File: config.mk
export PLATFORM = sky130hd
export DESIGN_NAME = quad_bbox_scanner
export DESIGN_NICKNAME = d
export VERILOG_FILES = /design/src/rtl/quad_bbox_scanner.sv
export SDC_FILE = /design/constraint.sdc
export NUM_CORES = 1
export LEC_CHECK = 0
export CAP_MARGIN = 20
export CORE_ASPECT_RATIO = 0.5
export CORE_MARGIN = 3
export CORE_UTILIZATION = 30
export CTS_CLUSTER_DIAMETER = 60
export DETAILED_ROUTE_END_ITERATION = 16
export SLEW_MARGIN = 25
export SYNTH_ARGS = -nofsm -noshare
export SYNTH_HDL_FRONTEND = slang
export SYNTH_SLANG_ARGS = --single-unit
export TNS_END_PERCENT = 5
File: constraint.sdc
create_clock -name clk -period 7.1 [get_ports clk]
set_input_delay 0.71 -clock clk [delete_from_list [all_inputs] [get_ports clk]]
set_output_delay 0.71 -clock clk [all_outputs]
set_load 0.03 [all_outputs]
File: src/rtl/quad_bbox_scanner.sv
// Quad bounding-box scanner: floors and clamps the quad's bbox, then streams its pixels row-major.
// Optional pix_count output enabled by defining QBS_PIX_COUNT_EN.
module quad_bbox_scanner #(
   parameter int SCR_W = 640,
   parameter int SCR_H = 480,
   parameter int FRAC  = 5
) (
   input  logic        clk,
   input  logic        rst,
   input  logic        in_valid,
   output logic        in_ready,
   input  logic [15:0] vtx1_X,
   input  logic [15:0] vtx2_X,
   input  logic [15:0] vtx3_X,
   input  logic [15:0] vtx4_X,
   input  logic [15:0] vtx1_Y,
   input  logic [15:0] vtx2_Y,
   input  logic [15:0] vtx3_Y,
   input  logic [15:0] vtx4_Y,
   output logic        pix_valid,
   input  logic        pix_ready,
   output logic [9:0]  pix_x,
   output logic [8:0]  pix_y,
   output logic        pix_last,
   output logic        quad_done,
`ifdef QBS_PIX_COUNT_EN
   output logic [18:0] pix_count,
`endif
   output logic        busy
);

   localparam logic [1:0] S_IDLE  = 2'd0;
   localparam logic [1:0] S_SETUP = 2'd1;
   localparam logic [1:0] S_SCAN  = 2'd2;

   localparam logic signed [16:0] XLIM = 17'(SCR_W - 1);
   localparam logic signed [16:0] YLIM = 17'(SCR_H - 1);
   localparam logic signed [16:0] ZERO = 17'sd0;

   logic [1:0]  state;
   logic [15:0] vx [4];
   logic [15:0] vy [4];

   logic [9:0]  xmin, xmax, cx;
   logic [8:0]  ymin, ymax, cy;

   logic signed [16:0] fx [4];
   logic signed [16:0] fy [4];
   logic signed [16:0] bxmin, bxmax, bymin, bymax;
   logic signed [16:0] cxmin, cxmax, cymin, cymax;
   logic               empty;
   logic               hs;
   logic               at_last;

   // Integer part of a fixed-point coordinate: sign-extend, then arithmetic shift (floor).
   function automatic logic signed [16:0] flr(input logic [15:0] v);
      logic signed [16:0] t;
      t = {v[15], v};
      return t >>> FRAC;
   endfunction

   // Floor every registered vertex coordinate.
   always_comb begin
      for (int i = 0; i < 4; i++) begin
         fx[i] = flr(vx[i]);
         fy[i] = flr(vy[i]);
      end
   end

   // Unclamped bbox as min/max over the four floored vertices.
   always_comb begin
      bxmin = fx[0];
      bxmax = fx[0];
      bymin = fy[0];
      bymax = fy[0];
      for (int i = 1; i < 4; i++) begin
         if (fx[i] < bxmin) bxmin = fx[i];
         if (fx[i] > bxmax) bxmax = fx[i];
         if (fy[i] < bymin) bymin = fy[i];
         if (fy[i] > bymax) bymax = fy[i];
      end
   end

   // Empty test on the raw box, then clamp to the screen.
   always_comb begin
      empty = (bxmax < ZERO) || (bymax < ZERO) ||
              (bxmin > XLIM) || (bymin > YLIM);
      cxmin = (bxmin < ZERO) ? ZERO : bxmin;
      cxmax = (bxmax > XLIM) ? XLIM : bxmax;
      cymin = (bymin < ZERO) ? ZERO : bymin;
      cymax = (bymax > YLIM) ? YLIM : bymax;
   end

   // Upper bits of the clamped box are zero for any non-empty quad.
   logic unused_hi;
   assign unused_hi = ^{cxmin[16:10], cxmax[16:10], cymin[16:9], cymax[16:9]};

   // Pixel-stream outputs decoded from state and scan position.
   always_comb begin
      in_ready  = (state == S_IDLE);
      busy      = (state != S_IDLE);
      pix_valid = (state == S_SCAN);
      pix_x     = cx;
      pix_y     = cy;
      at_last   = (cx == xmax) && (cy == ymax);
      pix_last  = pix_valid && at_last;
      hs        = pix_valid && pix_ready;
   end

   // Vertex capture on accept; only X/Y are kept.
   always_ff @(posedge clk) begin
      if (rst) begin
         for (int i = 0; i < 4; i++) begin
            vx[i] <= '0;
            vy[i] <= '0;
         end
      end else if (in_valid && in_ready) begin
         vx[0] <= vtx1_X;
         vx[1] <= vtx2_X;
         vx[2] <= vtx3_X;
         vx[3] <= vtx4_X;
         vy[0] <= vtx1_Y;
         vy[1] <= vtx2_Y;
         vy[2] <= vtx3_Y;
         vy[3] <= vtx4_Y;
      end
   end

   // Control FSM: accept, one setup cycle, then raster scan of the box.
   always_ff @(posedge clk) begin
      if (rst) begin
         state     <= S_IDLE;
         quad_done <= 1'b0;
      end else begin
         quad_done <= 1'b0;
         unique case (state)
            S_IDLE: begin
               if (in_valid) state <= S_SETUP;
            end
            S_SETUP: begin
               if (empty) begin
                  quad_done <= 1'b1;
                  state     <= S_IDLE;
               end else begin
                  state <= S_SCAN;
               end
            end
            S_SCAN: begin
               if (hs && at_last) begin
                  quad_done <= 1'b1;
                  state     <= S_IDLE;
               end
            end
            default: state <= S_IDLE;
         endcase
      end
   end

   // Clamped bbox latch and scan cursor.
   always_ff @(posedge clk) begin
      if (rst) begin
         xmin <= '0;
         xmax <= '0;
         ymin <= '0;
         ymax <= '0;
         cx   <= '0;
         cy   <= '0;
      end else if (state == S_SETUP) begin
         if (!empty) begin
            xmin <= cxmin[9:0];
            xmax <= cxmax[9:0];
            ymin <= cymin[8:0];
            ymax <= cymax[8:0];
            cx   <= cxmin[9:0];
            cy   <= cymin[8:0];
         end
      end else if (hs && !at_last) begin
         if (cx < xmax) begin
            cx <= cx + 10'd1;
         end else begin
            cx <= xmin;
            cy <= cy + 9'd1;
         end
      end
   end

`ifdef QBS_PIX_COUNT_EN
   // Pixels emitted for the current or most recent quad.
   always_ff @(posedge clk) begin
      if (rst) begin
         pix_count <= '0;
      end else if (in_valid && in_ready) begin
         pix_count <= '0;
      end else if (hs) begin
         pix_count <= pix_count + 19'd1;
      end
   end
`endif

endmodule

# --- After elaboration in Yosys (flattened, before gate mapping) ---
# Memory sizes are Yosys's and may differ from the RTL's.
# Index checks and enable logic that the tools add are counted.
totals:
  register_bits: 51
  latchBits: 0
  mem_bits_rw: 128
  mem_bits_ro: 0
  input_bits: 132
  out_inout_bits: 24
  word_cells: 110
  memories: 2
mem_list:
  columns: ["name", "words", "word_bits", "read_ports", "rd_clocked_by_memory_dff", "write_ports", "line_no", "text"]
  rows:
  - ["vx", 4, 16, 4, 0, 4, "41", "logic [15:0] vx [4];"]
  - ["vy", 4, 16, 4, 0, 4, "42", "logic [15:0] vy [4];"]
classes:
  add_sub_neg: 2
  mul: 0
  n_div: 0
  n_lt_le_gt_ge: 21
  n_eq_ne: 8
  shift: 0
  muxes: 44
  bitwise_logic: 9
  reduce_logical: 17
ops:
  columns: ["cell", "n"]
  rows:
  - ["2-to-1 mux 17 bit", 12]
  - ["2-to-1 mux 16 bit", 8]
  - ["> comparator 11 x 17 -> 1 bit", 4]
  - ["less-than comparator 11 x 17 -> 1 bit", 4]
  - ["less-than comparator 17 x 1 -> 1 bit, second input constant", 4]
  - ["2-to-1 mux 10 bit", 6]
  - ["2-to-1 mux 9 bit", 6]
  - ["> comparator 17 x 10 -> 1 bit, second input constant", 2]
  - ["> comparator 17 x 11 -> 1 bit, second input constant", 2]
  - ["> comparator 11 bit", 2]
  - ["less-than comparator 11 bit", 2]
  - ["adder 10 x 1 -> 10 bit, second input constant", 1]
  - ["equality test 10 bit", 1]
  - ["less-than comparator 10 bit", 1]
  - ["adder 9 x 1 -> 9 bit, second input constant", 1]
  - ["equality test 9 bit", 1]
  - ["bitwise OR 1 bit", 8]
  - ["2-to-1 mux 1 bit", 7]
  - ["logical AND 1 bit", 6]
  - ["2-to-1 mux 2 bit", 3]
  - ["inequality test 2 bit, second input constant", 3]
  - ["case mux 2 bit (3 select lines)", 1]
  - ["AND reduction 2 bit", 3]
  - ["nonzero test 2 bit", 2]
  - ["other kinds (9)", 11]

# --- Longest topological paths before layout ---
# Gate-level depths: netlist of run 1.
# An unclocked memory read counts as a cell.
logic_depth:
  word_depth: 13
  ltp_mapped: 36
  depth_no_buf: 30

# --- Worst setup path before layout of run 1 ---
# OpenSTA, ideal clock, no wires.
synth_timing:
  path_kind: "register to register"
  startpoint: "memory vy[1][15]"
  endpoint: "register cx[6] (netlist: pix_x[6])"
  setup_ns: 0.122
  arrival_ns: 7.192
  required_time_ns: 6.978
  path_slack_ns: -0.214
  path_stages_with_launch: 34
  path_buffers: 6
  period_less_slack_ns: 7.314
  path_cell_list: "edfxtp_1 ha_1 buf_4 nand4_2 a211oi_2 a211oi_2 xnor2_2 clkbuf_1 clkbuf_1 a21oi_1 ha_1 nand4_1 nor2_1 nand2_1 or4_4 nand2_1 clkbuf_1 clkbuf_1 nand2_1 o21ai_0 ha_1 a21o_1 a21oi_1 o221a_2 o221a_1 o21ai_0 o311ai_0 nor3b_1 or4b_4 nor3_4 nor2_2 and3_4 buf_6 a221o_1"
synth_rtl:
  columns: ["element", "line_no", "text"]
  rows:
  - ["start: declaration", "42", null]
  - ["end signal: assignment", "174", "cx <= cxmin[9:0];"]
  - ["end signal: assignment", "179", "cx <= cx + 10'd1;"]
  - ["end signal: assignment", "181", "cx <= xmin;"]
  - ["end: declaration", "44", "logic [9:0] xmin, xmax, cx;"]

==> results.md, run 1 <==
- Slew @ Worst Pin: 0.9600 ns
- #FFs+latches synth: 139
- Hold Vio Cnt, Final: 0
- Synth-to-Final Area Change: 38.51%
- Die Span Y: 139.4 microns
- GRT overflow: 0
- Fin crit share: between 90% and 100%
- R2R Path Start: vy[1][9]
- Synth warnings: 0
- DRC: 0
- Outcome: completed
- CTS Buf Count: 17
- RSZ-0062 raised after global routing: true
- Final wirelength: 34.08 mm
- Slowest Stage Delay on Critical Path: approximately 0.57 ns
- Iter 0 DRT Violations: 690
- Routed len/inst: 17.79 microns
- Antenna-violating nets left: 0
- Critical path capture point type: flip-flop
- Core Region: 34770 sq um
- R2R Path End: xmax[8]
- HPWL after detailed placement: 25.87 mm
- Clock Sinks: 139
- Syn_nets: 1424
- Bufs on Longest Clock Path: 2
- Worst setup SP type: flip-flop
- Post-DR vias/cell: a little over 5
- CTS tree: done
- Clk root buf: clkbuf_16
- Setup TNS: 0 ns
- First-pass DRT Iterations: 5
- Worst Clk Skew: 0.007375 ns
- EDFF count, synth: 88
- Fin. max-slew vios: 0
- FFs w/ async S/R, synth: 0%
- Worst Reg-to-Reg Cells: 31
- Via count: between 9k and 10k
- Design area: 14790 sq um
- Initial antenna violation count: 0
- Req. time, crit path: 7.46 ns
- CP Class: reg -> reg
- Prevailing post-synth register cell: edfxtp_1
- Die Area: 38030 sq um
- Crit-path max FO: 11
- Worst slew margin: a little over a third
- CP max-delay cell: or4b_4
- R2R setup slack: 0.07 ns
- Vias in the first global route: around 9.5k
- Final setup fails: 0
- GRT Overall Usage: approximately 17%
- H-tree Lvls: 4
- Ant. Diodes: 0
- Final Non-Filler Cells: 1916
- Mapped Cells: 1171
- Top Ports: 156
- Global placer's final weighted congestion: 0.9623
- Max_cap viols: 0
- Dpl cell area: 13340 sq um
- Port bufs: 115
- Fmax: 142.2 MHz
- Hold Path Class: reg -> reg
- Die Wd: 272.8 microns
- Library cells used by synthesis: 86
- Source of the critical timing path: vy[1][9]
- Nets@finish: roughly 1.7k
- Layout cells sized above 1: 23.94%
- Syn avg cell area: 9.117 sq um
- Crit path DAT: around 7.4 ns
- Fin crit period: 7.031 ns
- CP Capture Point: xmax[8]
- Largest net degree at the start of global routing: 89
- First-pass GRT wire length: 52.30 mm
- # rows: 48
- Sequential area share after synthesis: 34.31%
- Placed Cells: 1855
- Clk slew on worst S/H paths: 0.06 ns
- Skew-Pair Late Insertion Delay: between 0.4 and 0.5 ns
- Post-Syn Area: about 11000 sq um
- Initial Utilization: 30.70%
-- state kept, by name, indices dropped and copies added, names as in the netlist --
| register | count |
|---|---|
| xmax | 10 |
| state | 2 |
| quad_done | 1 |
| ymax | 9 |
| vx | 44 |
| pix_y | 9 |
| vy | 44 |
| pix_x | 10 |
| xmin | 10 |
-- placed cells by master (no fill, tap or decap), drive strengths merged, types with 7 or more instances in the layout --
cell type | netlist | final
buf | 12 | 169
ha | 121 | 121
clkdlybuf4s50 | 0 | 114
and2 | 93 | 93
edfxtp | 88 | 88
inv | 85 | 85
nand2 | 84 | 85
nor2 | 79 | 79
a21oi | 73 | 73
o21ai | 56 | 56
dfxtp | 51 | 51
mux2i | 45 | 45
nor3 | 30 | 30
nand4 | 27 | 27
nand3 | 27 | 27
clkbuf | 37 | 26
mux2 | 22 | 22
a211oi | 18 | 18
o21a | 16 | 16
a211o | 15 | 15
o211ai | 13 | 13
a31oi | 13 | 13
a21o | 12 | 12
nor2b | 11 | 11
nand2b | 11 | 11
and3 | 11 | 11
xnor2 | 10 | 10
clkinv | 3 | 10
o31ai | 9 | 9
a221oi | 9 | 9
or3 | 8 | 8
a31o | 7 | 7
a2bb2oi | 7 | 7
-- final cells by class --
class                           count  area, sq um
Clock buffer                       23        457.9
Clock inverter                      9        73.82
Fill cell                        3319        19990
Inverter                           88        330.3
Multi-Input combinational cell    896         7102
Sequential cell                   139         3664
Tap cell                          475        594.3
Timing Repair Buffer              286         2566
-- through the flow --
stage / hold slack [ns] / setup slack [ns] / utilization [%]
2_1_floorplan: 0.4258 / 0.07858 / -
3_3_place_gp: 0.4328 / -0.08991 / 38.36
3_5_place_dp: 0.4439 / -0.1738 / 38.36
4_1_cts: 0.4580 / 0.01749 / 40.14
5_1_grt: 0.4797 / -0.1344 / 42.53
6_report: 0.4582 / 0.06904 / 42.53
-- worst min path at each step --
| stage | endpoint | depth (start not counted) | start |
|---|---|---|---|
| 4_1_cts | xmin[7] | 1 | xmin[7] |
| 3_3_place_gp | xmin[7] | 1 | xmin[7] |
| 3_5_place_dp | xmin[7] | 1 | xmin[7] |
| 6_report | xmin[7] | 1 | xmin[7] |
| 2_1_floorplan | xmin[2] | 1 | xmin[2] |
| 5_1_grt | xmin[2] | 1 | xmin[2] |
-- cells by family (layout without fill, tap and decap cells) --
kind of cell,after synthesis,in the layout,share of synthesized area [%]
AND/OR/NAND/NOR,402,403,19.83
XOR/XNOR,13,13,1.137
AO/OA/AOI/OAI,292,292,18.80
flip-flops,139,139,34.31
buffers and inverters,137,406,5.133
adder cells (fa/ha/maj),121,121,14.18
multiplexers,67,67,6.610
-- routing by layer --
metal / wire length (microns) / global-route usage, % / vias to the layer above
met2: 15330 / 27.09 / 237
li1: - / - / 4834
met5: 0 / 0 / -
met1: 16620 / 24.64 / 4669
met3: 1370 / 2.636 / 46
met4: 754 / 5.440 / 0
-- what timing repair did --
| item | CTS | global route |
|---|---|---|
| cloned | 0 | 5 |
| setup buffers | 6 | 20 |
| hold endpoints to repair | 0 | 0 |
| hold buffers | 0 | 0 |
| setup endpoints to repair | 46 | 50 |
| resized for setup | 10 | 131 |
| pin swaps | 4 | 39 |
-- worst max-delay path: cells and delay by family, from the launching register on --
family | cells | cell delay (ns)
flops | 1 | 0.42
buf+inv | 6 | 0.90
fa+ha+maj | 3 | 0.83
compound gates | 12 | 2.28
xor+xnor | 1 | 0.15
simple gates | 9 | 2.37
-- cells in the mapped netlist (9+ instances only) --
cell type / count / area (sq um)
a211o_1: 15 / 131.4
a211oi_1: 14 / 105.1
a21o_1: 12 / 90.09
a21oi_1: 73 / 365.4
a31oi_1: 13 / 81.33
and2_1: 92 / 575.6
and3_1: 10 / 62.56
clkbuf_1: 37 / 138.9
dfxtp_1: 51 / 1021
edfxtp_1: 88 / 2643
ha_1: 121 / 1514
inv_1: 85 / 319.1
mux2_2: 22 / 247.7
mux2i_1: 43 / 430.4
nand2_1: 84 / 315.3
nand2b_1: 11 / 68.82
nand3_1: 27 / 135.1
nand4_1: 26 / 162.7
nor2_1: 76 / 285.3
nor2b_1: 11 / 68.82
nor3_1: 28 / 140.1
o211ai_1: 13 / 97.59
o21a_1: 16 / 120.1
o21ai_0: 48 / 240.2
o31ai_1: 9 / 67.56
xnor2_1: 9 / 78.83
Power of run 1 is left out: the tool's default activity adds up to more than one toggle a clock period on the data nets, which glitch-free logic cannot reach.
==> run 2, diff against run 1 <==
--- a/config.mk
+++ b/config.mk
@@ -6,7 +6,7 @@
 export NUM_CORES = 1
 export LEC_CHECK = 0
 export CAP_MARGIN = 20
-export CORE_ASPECT_RATIO = 0.5
+export CORE_ASPECT_RATIO = 1.2
 export CORE_MARGIN = 3
 export CORE_UTILIZATION = 30
 export CTS_CLUSTER_DIAMETER = 60
==> run 2 against run 1 <==
Against the previous run: fmax is 0.39% higher; register-to-register slack improved by 0.03 ns; critical path depth up 3; routed wire length decreased by 7.4%; final cell count is 2.0% lower; global-route usage down 1.1 points; setup slack gained 0.027 ns; cell area decreased by 2.8%; sequential share of layout area rose by 0.70 points; non-clock buffer count is 25 lower; first-iteration DRC count is 2.9% lower; via count is 1.8% lower.
==> results.md, run 2 (synthesis results as in run 1) <==
- Crit path DAT: 7.32 ns
- Req. time, crit path: 7.42 ns
- Bufs on Longest Clock Path: 2
- Crit-path max FO: 8
- Top delay family on crit path: compound AO/OA/AOI/OAI gates
- GRT Overall Usage: between 10% and 20%
- Layout cells sized above 1: 20.62%
- Fin crit period: around 7 ns
- # fillers: 3391
- Final Non-Filler Cells: 1878
- CTS Buf Count: 17
- Fmax: between 100 and 150 MHz
- Slew @ Worst Pin: roughly 0.70 ns
- Placed Cells: 1808
- HPWL after detailed placement: between 20 and 25 mm
- Synth-to-Final Area Change: 34.68%
- Dpl cell area: 13060 sq um
- Slowest Stage Delay on Critical Path: 0.58 ns
- Design area: around 14000 sq um
- Vias in the first global route: ~9.3k
- Worst setup SP type: flip-flop
- Ant. Diodes: 0
- Commonest non-fill, non-tap cell in the layout: buf_4
- Critical path capture point type: flip-flop
- Hold Path Class: reg -> reg
- Global placer's final weighted congestion: 0.8970
- Die Span Y: 212.7 microns
- Core Region: 35000 sq um
- First-pass DRT Iterations: 6
- Initial Utilization: 30.50%
- Fin crit share: a little over nine tenths
- Die Wd: 178.2 microns
- Skew-Pair Late Insertion Delay: approximately 0.44 ns
- Final setup fails: 0
- Clk root buf: clkbuf_16
- Clock Sinks: 139
- Setup ws final: 0.09616 ns
- Worst slew margin: 52.30%
- DRC: 0
- Max_cap viols: 0
- RSZ-0062 raised after global routing: true
- # rows: 75
- Nets@finish: ~1.7k
- First-pass GRT wire length: 48.73 mm
- Bufs and invs on worst path: 7
- Top Ports: 156
- Antenna-violating nets left: 0
- Final wirelength: 31.55 mm
- CP max-delay cell: or4b_4
- Hold Vio Cnt, Final: 0
- Min-Delay Path Depth: 1
- CP Class: reg -> reg
- GRT overflow: 0
- Iter 0 DRT Violations: 670
- Outcome: completed
- Setup WS pre-CTS: -0.1395 ns
- Clk slew on worst S/H paths: 0.07 ns
- Post-DR vias/cell: 5.118
- CTS tree: done
- Biggest regs: vx: 44 flops, vy: 44 flops
- Worst Reg-to-Reg Cells: 34
- Routed len/inst: 16.80 microns
- Crit path depth: 34
- Hold_buf cts: 0
- Fin. max-slew vios: 0
- Most frequent CP cell: buf_4
- Most frequent cells in the layout: buf_4, ha_1, clkdlybuf4s50_1
- Via count: 9611
- H-tree Lvls: 4
- Port bufs: 115
- Largest net degree at the start of global routing: 89
- Worst Clk Skew: 0.01415 ns
- Initial antenna violation count: 0
- Die Area: 37900 sq um
[run 2: cell types whose count changed in the layout (fill, tap and decap cells not counted), sizes merged]
cell,previous run,this run
inv,85,87
nand2,85,84
buf,169,146
clkinv,10,6
o21ai,56,57
[run 2: path summary, 6_finish.rpt]
kind,from,endpoint,slack (ns)
hold / removal,xmin[7],xmin[7],0.46
setup / recovery,vy[1][7],pix_y[5],0.1
hold reg to reg,xmin[7],xmin[7],0.46
setup reg to reg,vy[1][7],pix_y[5],0.1
[run 2: layer usage]
metal / vias to the layer above / wire [microns] / part of all wire, % / global-route usage, %
met5: - / 0 / 0 / 0
met4: 0 / 485 / 1.5 / 4.704
met3: 31 / 1443 / 4.6 / 2.775
met2: 242 / 14850 / 47 / 26.55
met1: 4553 / 14780 / 47 / 22.02
li1: 4785 / - / - / -
[run 2: layout make-up]
cell class                      count  area [sq um]  area share, %
Timing Repair Buffer              261          2336          16.25
Sequential cell                   139          3664          25.48
Clock inverter                      7         75.07         0.5221
Clock buffer                       25         533.0          3.707
Inverter                           88         330.3          2.297
Tap cell                          462         578.1          4.020
Multi-Input combinational cell    896          6863          47.73
[run 2: through the flow]
stage	TNS [ns]	hold slack, ns	utilization, %
after floorplan	0	0.4258	-
after global placement	-0.6416	0.4351	37.30
after detailed placement	-2.213	0.4403	37.30
after CTS	0	0.4564	39.46
after global routing	-7.133	0.4706	41.08
final	0	0.4557	41.08
[run 2: timing repair]
action                     CTS  global route
setup buffers                9            25
pin swaps                    8            32
setup endpoints to repair   45            50
gates cloned                 1             2
gates resized for setup     24            75
hold endpoints to repair     0             0
Power of run 2 is left out for the same reason.
==> run 3, diff against run 2 <==
--- a/config.mk
+++ b/config.mk
@@ -11,6 +11,7 @@
 export CORE_UTILIZATION = 30
 export CTS_CLUSTER_DIAMETER = 60
 export DETAILED_ROUTE_END_ITERATION = 16
+export SKIP_LAST_GASP = 1
 export SLEW_MARGIN = 25
 export SYNTH_ARGS = -nofsm -noshare
 export SYNTH_HDL_FRONTEND = slang
==> run 3 against run 2 <==
Against the previous run: final cell count unchanged; die area is the same; clock skew down 0.0012 ns; via count grew 0.25%; critical endpoint unchanged; sequential share of layout area about the same; worst hold slack barely moved; flip-flop and latch count unchanged; non-clock buffer count unchanged; setup slack got worse by 0.0033 ns; first-iteration DRC count decreased by 3.1%; clock-buffer cell count unchanged.
==> results.md, run 3 (synthesis results as in run 1) <==
- Req. time, crit path: 7.41 ns
- Crit path DAT: 7.32 ns
- Clk root buf: clkbuf_16
- Worst Reg-to-Reg Cells: 35
- CP max-delay cell: or4b_4
- Core Region: 35000 sq um
- Die Span Y: 212.7 microns
- Initial antenna violation count: 0
- R2R setup slack: 0.09 ns
- Antenna-violating nets left: 0
- Global placer's final weighted congestion: 0.8970
- Nets@finish: 1656
- CP Class: reg -> reg
- Largest net degree at the start of global routing: 89
- CTS Buf Count: 17
- Fmax: 142.7 MHz
- Routed len/inst: 16.79 microns
- Crit-path max FO: 8
- Initial Utilization: 30.50%
- Iter 0 DRT Violations: 649
- Outcome: completed
- Max_cap viols: 0
- Placed Cells: 1808
- Via count: 9635
- Vias in the first global route: approximately 9.3k
- Most frequent cells in the layout: buf_4, ha_1, clkdlybuf4s50_1
- Layout cells sized above 1: between 20% and 30%
- RSZ-0062 raised after global routing: true
- Critical path capture point type: flip-flop
- First-pass DRT Iterations: 5
- Skew-Pair Late Insertion Delay: 0.43 ns
- DRC: 0
- Setup TNS: 0 ns
- Slew @ Worst Pin: 0.6974 ns
- CTS tree: done
- Final wirelength: 31.54 mm
- Hold_buf cts: 0
- Fin crit share: 98.69%
- GRT Overall Usage: 16.21%
- Post-DR vias/cell: 5.130
- Crit path depth: 35
- Ant. Diodes: 0
- Top Ports: 156
- R2R Path End: pix_y[5]
- Bufs and invs on worst path: 8
- H-tree Lvls: 4
- HPWL after detailed placement: between 20 and 25 mm
- Commonest non-fill, non-tap cell in the layout: buf_4
- Clk slew on worst S/H paths: 0.07 ns
- Fin. max-slew vios: 0
- Synth-to-Final Area Change: 34.57%
- Clock Sinks: 139
- GRT overflow: 0
- First-pass GRT wire length: 48.73 mm
- Source of the critical timing path: vy[0][12]
- Worst setup SP type: flip-flop
- CP Capture Point: pix_y[5]
- Worst slew margin: 52.30%
- # rows: 75
- Worst Clk Skew: 0.01291 ns
- Die Area: 37900 sq um
- Most frequent CP cell: buf_4
- Hold Path Class: reg -> reg
- Worst hold path startpoint: xmin[7]
- Bufs on Longest Clock Path: 2
- Top delay family on crit path: compound AO/OA/AOI/OAI gates
- Final Non-Filler Cells: 1878
- Final setup fails: 0
- Port bufs: 115
- R2R Path Start: vy[0][12]
- Hold Vio Cnt, Final: 0
- Fin crit period: around 7.0 ns
- Slowest Stage Delay on Critical Path: 0.58 ns
- Die Wd: between 150 and 200 microns
- Biggest regs: vx: 44 flops, vy: 44 flops
==> run 3: cell counts in the layout (fill, tap and decap cells not counted) <==
Identical to the previous run, type by type.
==> run 3: timing repair <==
action	in CTS	in global routing
pin swaps	8	30
buffers inserted	9	25
gates resized for setup	24	71
setup endpoints to repair	45	50
cloned	1	2
==> run 3: worst min path at each step <==
stage                   end  slack, ns  depth (start not counted)
floorplan           xmin[2]       0.43                          1
global placement    xmin[7]       0.44                          1
detailed placement  xmin[0]       0.44                          1
CTS                 xmin[7]       0.46                          1
global route        xmin[0]       0.47                          1
finish              xmin[7]       0.46                          1
==> run 3: stage by stage <==
step	instance area [sq um]	setup slack, ns	utilization (%)	hold WS, ns
after floorplan	10680	0.07858	-	0.4258
after global placement	13060	-0.08259	37.30	0.4351
after detailed placement	13060	-0.1395	37.30	0.4403
after CTS	13810	0.002568	39.46	0.4564
after global routing	14370	-0.2458	41.05	0.4706
final	14370	0.09286	41.05	0.4556
==> run 3: final cells by class <==
| type | instances | area [sq um] |
|---|---|---|
| Fill cell | 3392 | 20630 |
| Sequential cell | 139 | 3664 |
| Clock inverter | 7 | 75.07 |
| Inverter | 88 | 330.3 |
| Multi-Input combinational cell | 896 | 6855 |
| Timing Repair Buffer | 261 | 2332 |
| Clock buffer | 25 | 533.0 |
| Tap cell | 462 | 578.1 |
==> run 3: per-layer routing <==
| metal | vias to the layer above | wire [microns] | track usage (%) |
|---|---|---|---|
| met4 | 0 | 480 | 4.704 |
| met5 | - | 0 | 0 |
| met2 | 247 | 14900 | 26.55 |
| li1 | 4782 | - | - |
| met3 | 27 | 1499 | 2.775 |
| met1 | 4579 | 14660 | 22.02 |
Power of run 3 is left out for the same reason.
==> RTL edit, RTL diff (settings of run 3) <==
Build with the macro `QBS_PIX_COUNT_EN` defined.
--- a/src/rtl/quad_bbox_scanner.sv
+++ b/src/rtl/quad_bbox_scanner.sv
@@ -1,4 +1,6 @@
 // Quad bounding-box scanner: floors and clamps the quad's bbox, then streams its pixels row-major.
 // Optional pix_count output enabled by defining QBS_PIX_COUNT_EN.
+`define QBS_PIX_COUNT_EN
+
 module quad_bbox_scanner #(
    parameter int SCR_W = 640,
Behaviour (old outputs only; new: pix_count): no difference found for any inputs over 4 cycles, from zero or initial values and one cycle with rst high; that may be too few to reach the edited logic, so the function may still have changed.
==> RTL edit against run 3 <==
  * Die area is 9.4% higher
  * Via count increased by 6.0%
  * Final cell count increased by 7.9%
  * Design area increased by 6.1%
  * Sequential cell count is 19 higher
  * Synthesized cell count up 10%
  * Global-route usage fell by 0.67 points
  * Sequential share of layout area increased by 1.0 points
  * Routed wire length grew 5.7%
  * Worst setup slack improved by 120 ps
  * Synthesized area rose by 9.7%
  * Largest cell class unchanged
  * Highest routed layer is now met5
==> RTL edit: results (changes against run 3) <==
* Maximum vdd drop at 0.2950 mV
* Wire per inst at 16.46 µm (-2.0%)
* Synth cell types at 93 (+8.1%)
* Top routing layer in use: met5
* Initial drt markers at 740 (+14%)
* Largest net degree at the start of global routing at 89 (unchanged)
* Worst slack at placement at -144.8 ps (-5.334 ps)
* Routed wl met3 at 1862 µm (+24%)
* Met2 WL at 14840 µm (-0.36%)
* Initial antenna violation count at 1 (+1)
* Placer congestion estimate at 0.8760 (-2.3%)
* Slowest stage cell on the critical path: or4_4
* Vias in the first global route at 9981 (+6.9%)
* Status: finished, final reports clean
* Cell family with most CP delay: compound AO/OA/AOI/OAI gates
* Clock Skew at 15.65 ps (+2.748 ps)
* Synth Net Count at 1542 (+8.3%)
* Placed cells at 1968 (+8.8%)
* First-pass GRT wire length at 52480 µm (+7.7%)
* Hold Crit Start: xmax[8]
* Biggest regs: vx x44, vy x44, pix_count x19
* Placed cell area at 14140 µm² (+8.3%)
* Flop2flop setup slack at 220 ps (+120 ps)
* Most common cell after layout, fill and taps aside: clkdlybuf4s50_1
* Gate Count Post-Synth at 1288 (+10%)
* Clock transition at path regs at 70 ps (about the same)
* Worst Path Arrival at 7180 ps (-140 ps)
* Post-synth top cells: nor2_1 (128), ha_1 (122), and2_1 (99)
* Power per cell area at 498.4 nW/µm²
* Layout Utilization at 39.97% (-1.1 points)
* Met1 WL at 15900 µm (+8.4%)
* IO buf count at 134 (+17%)
* Worst-path fanout max at 6 (-2)
* Hold-critical path depth at 2 (+1)
* Dominant cells by area after synthesis: edfxtp_1 (23%), ha_1 (13%), dfxtp_1 (12%)
* Skew-Pair Late Insertion Delay at 460 ps (+30 ps)
* Hold endpoint: xmax[8]
* Final hold slack at 455.3 ps (-0.2710 ps)
* Layout cells sized above 1 at 16.00% (-4.5 points)
* All-Layer GR Usage at 15.54% (-0.67 points)
* Worst Max-Slew Pin Slew at 996.3 ps (+298.9 ps)
* Post-DP HPWL at 25620 µm (+8.0%)
* Critical register-to-register path endpoint: pix_y[8]
* Lkg Pwr at 6.000 nW
* Vias at 10210 (+6.0%)
* Reg2reg path depth at 30 (-14%)
* Routed Wire Length at 33350 µm (+5.7%)
* Net count, final at 1747 (+5.5%)
[RTL edit: cell families (layout without fill, tap and decap cells)]
kind of cell / after synthesis / after routing / share of synthesized area, %
AND/OR/NAND/NOR: 464 / 464 / 20.83
multiplexers: 53 / 53 / 4.658
AO/OA/AOI/OAI: 315 / 316 / 19.51
flip-flops: 158 / 158 / 34.53
XOR/XNOR: 34 / 34 / 2.543
buffers and inverters: 142 / 359 / 4.903
adder cells (fa/ha/maj): 122 / 122 / 13.03
[RTL edit: what timing repair did]
action	in CTS	in global routing
gates cloned	0	2
endpoints found under the setup margin	27	50
pin swaps	1	17
setup buffers	1	23
gates resized for setup	5	71
[RTL edit: worst max path at each step]
stage | startpoint | end | slack [ps]
2_1_floorplan | vx[1][15] | pix_y[2] | 20
3_3_place_gp | vx[1][15] | pix_x[2] | 40
3_5_place_dp | vy[1][13] | pix_y[6] | -140
4_1_cts | vy[1][13] | pix_x[2] | 7
5_1_grt | vx[1][9] | pix_x[2] | -30
6_report | vy[1][8] | pix_y[8] | 220
[RTL edit: cell type report]
| class | instances | area [µm²] |
|---|---|---|
| Sequential cell | 158 | 4044 |
| Fill cell | 3794 | 22910 |
| Tap cell | 520 | 650.6 |
| Clock buffer | 19 | 432.9 |
| Inverter | 89 | 334.1 |
| Multi-Input combinational cell | 989 | 7460 |
| Timing Repair Buffer | 238 | 2203 |
| Clock inverter | 13 | 126.4 |
[RTL edit: routing by layer]
metal,global-route usage (%),vias to the layer above
met5,0,-
met4,5.026,2
met3,3.819,55
met2,24.18,275
met1,21.23,4745
li1,-,5132
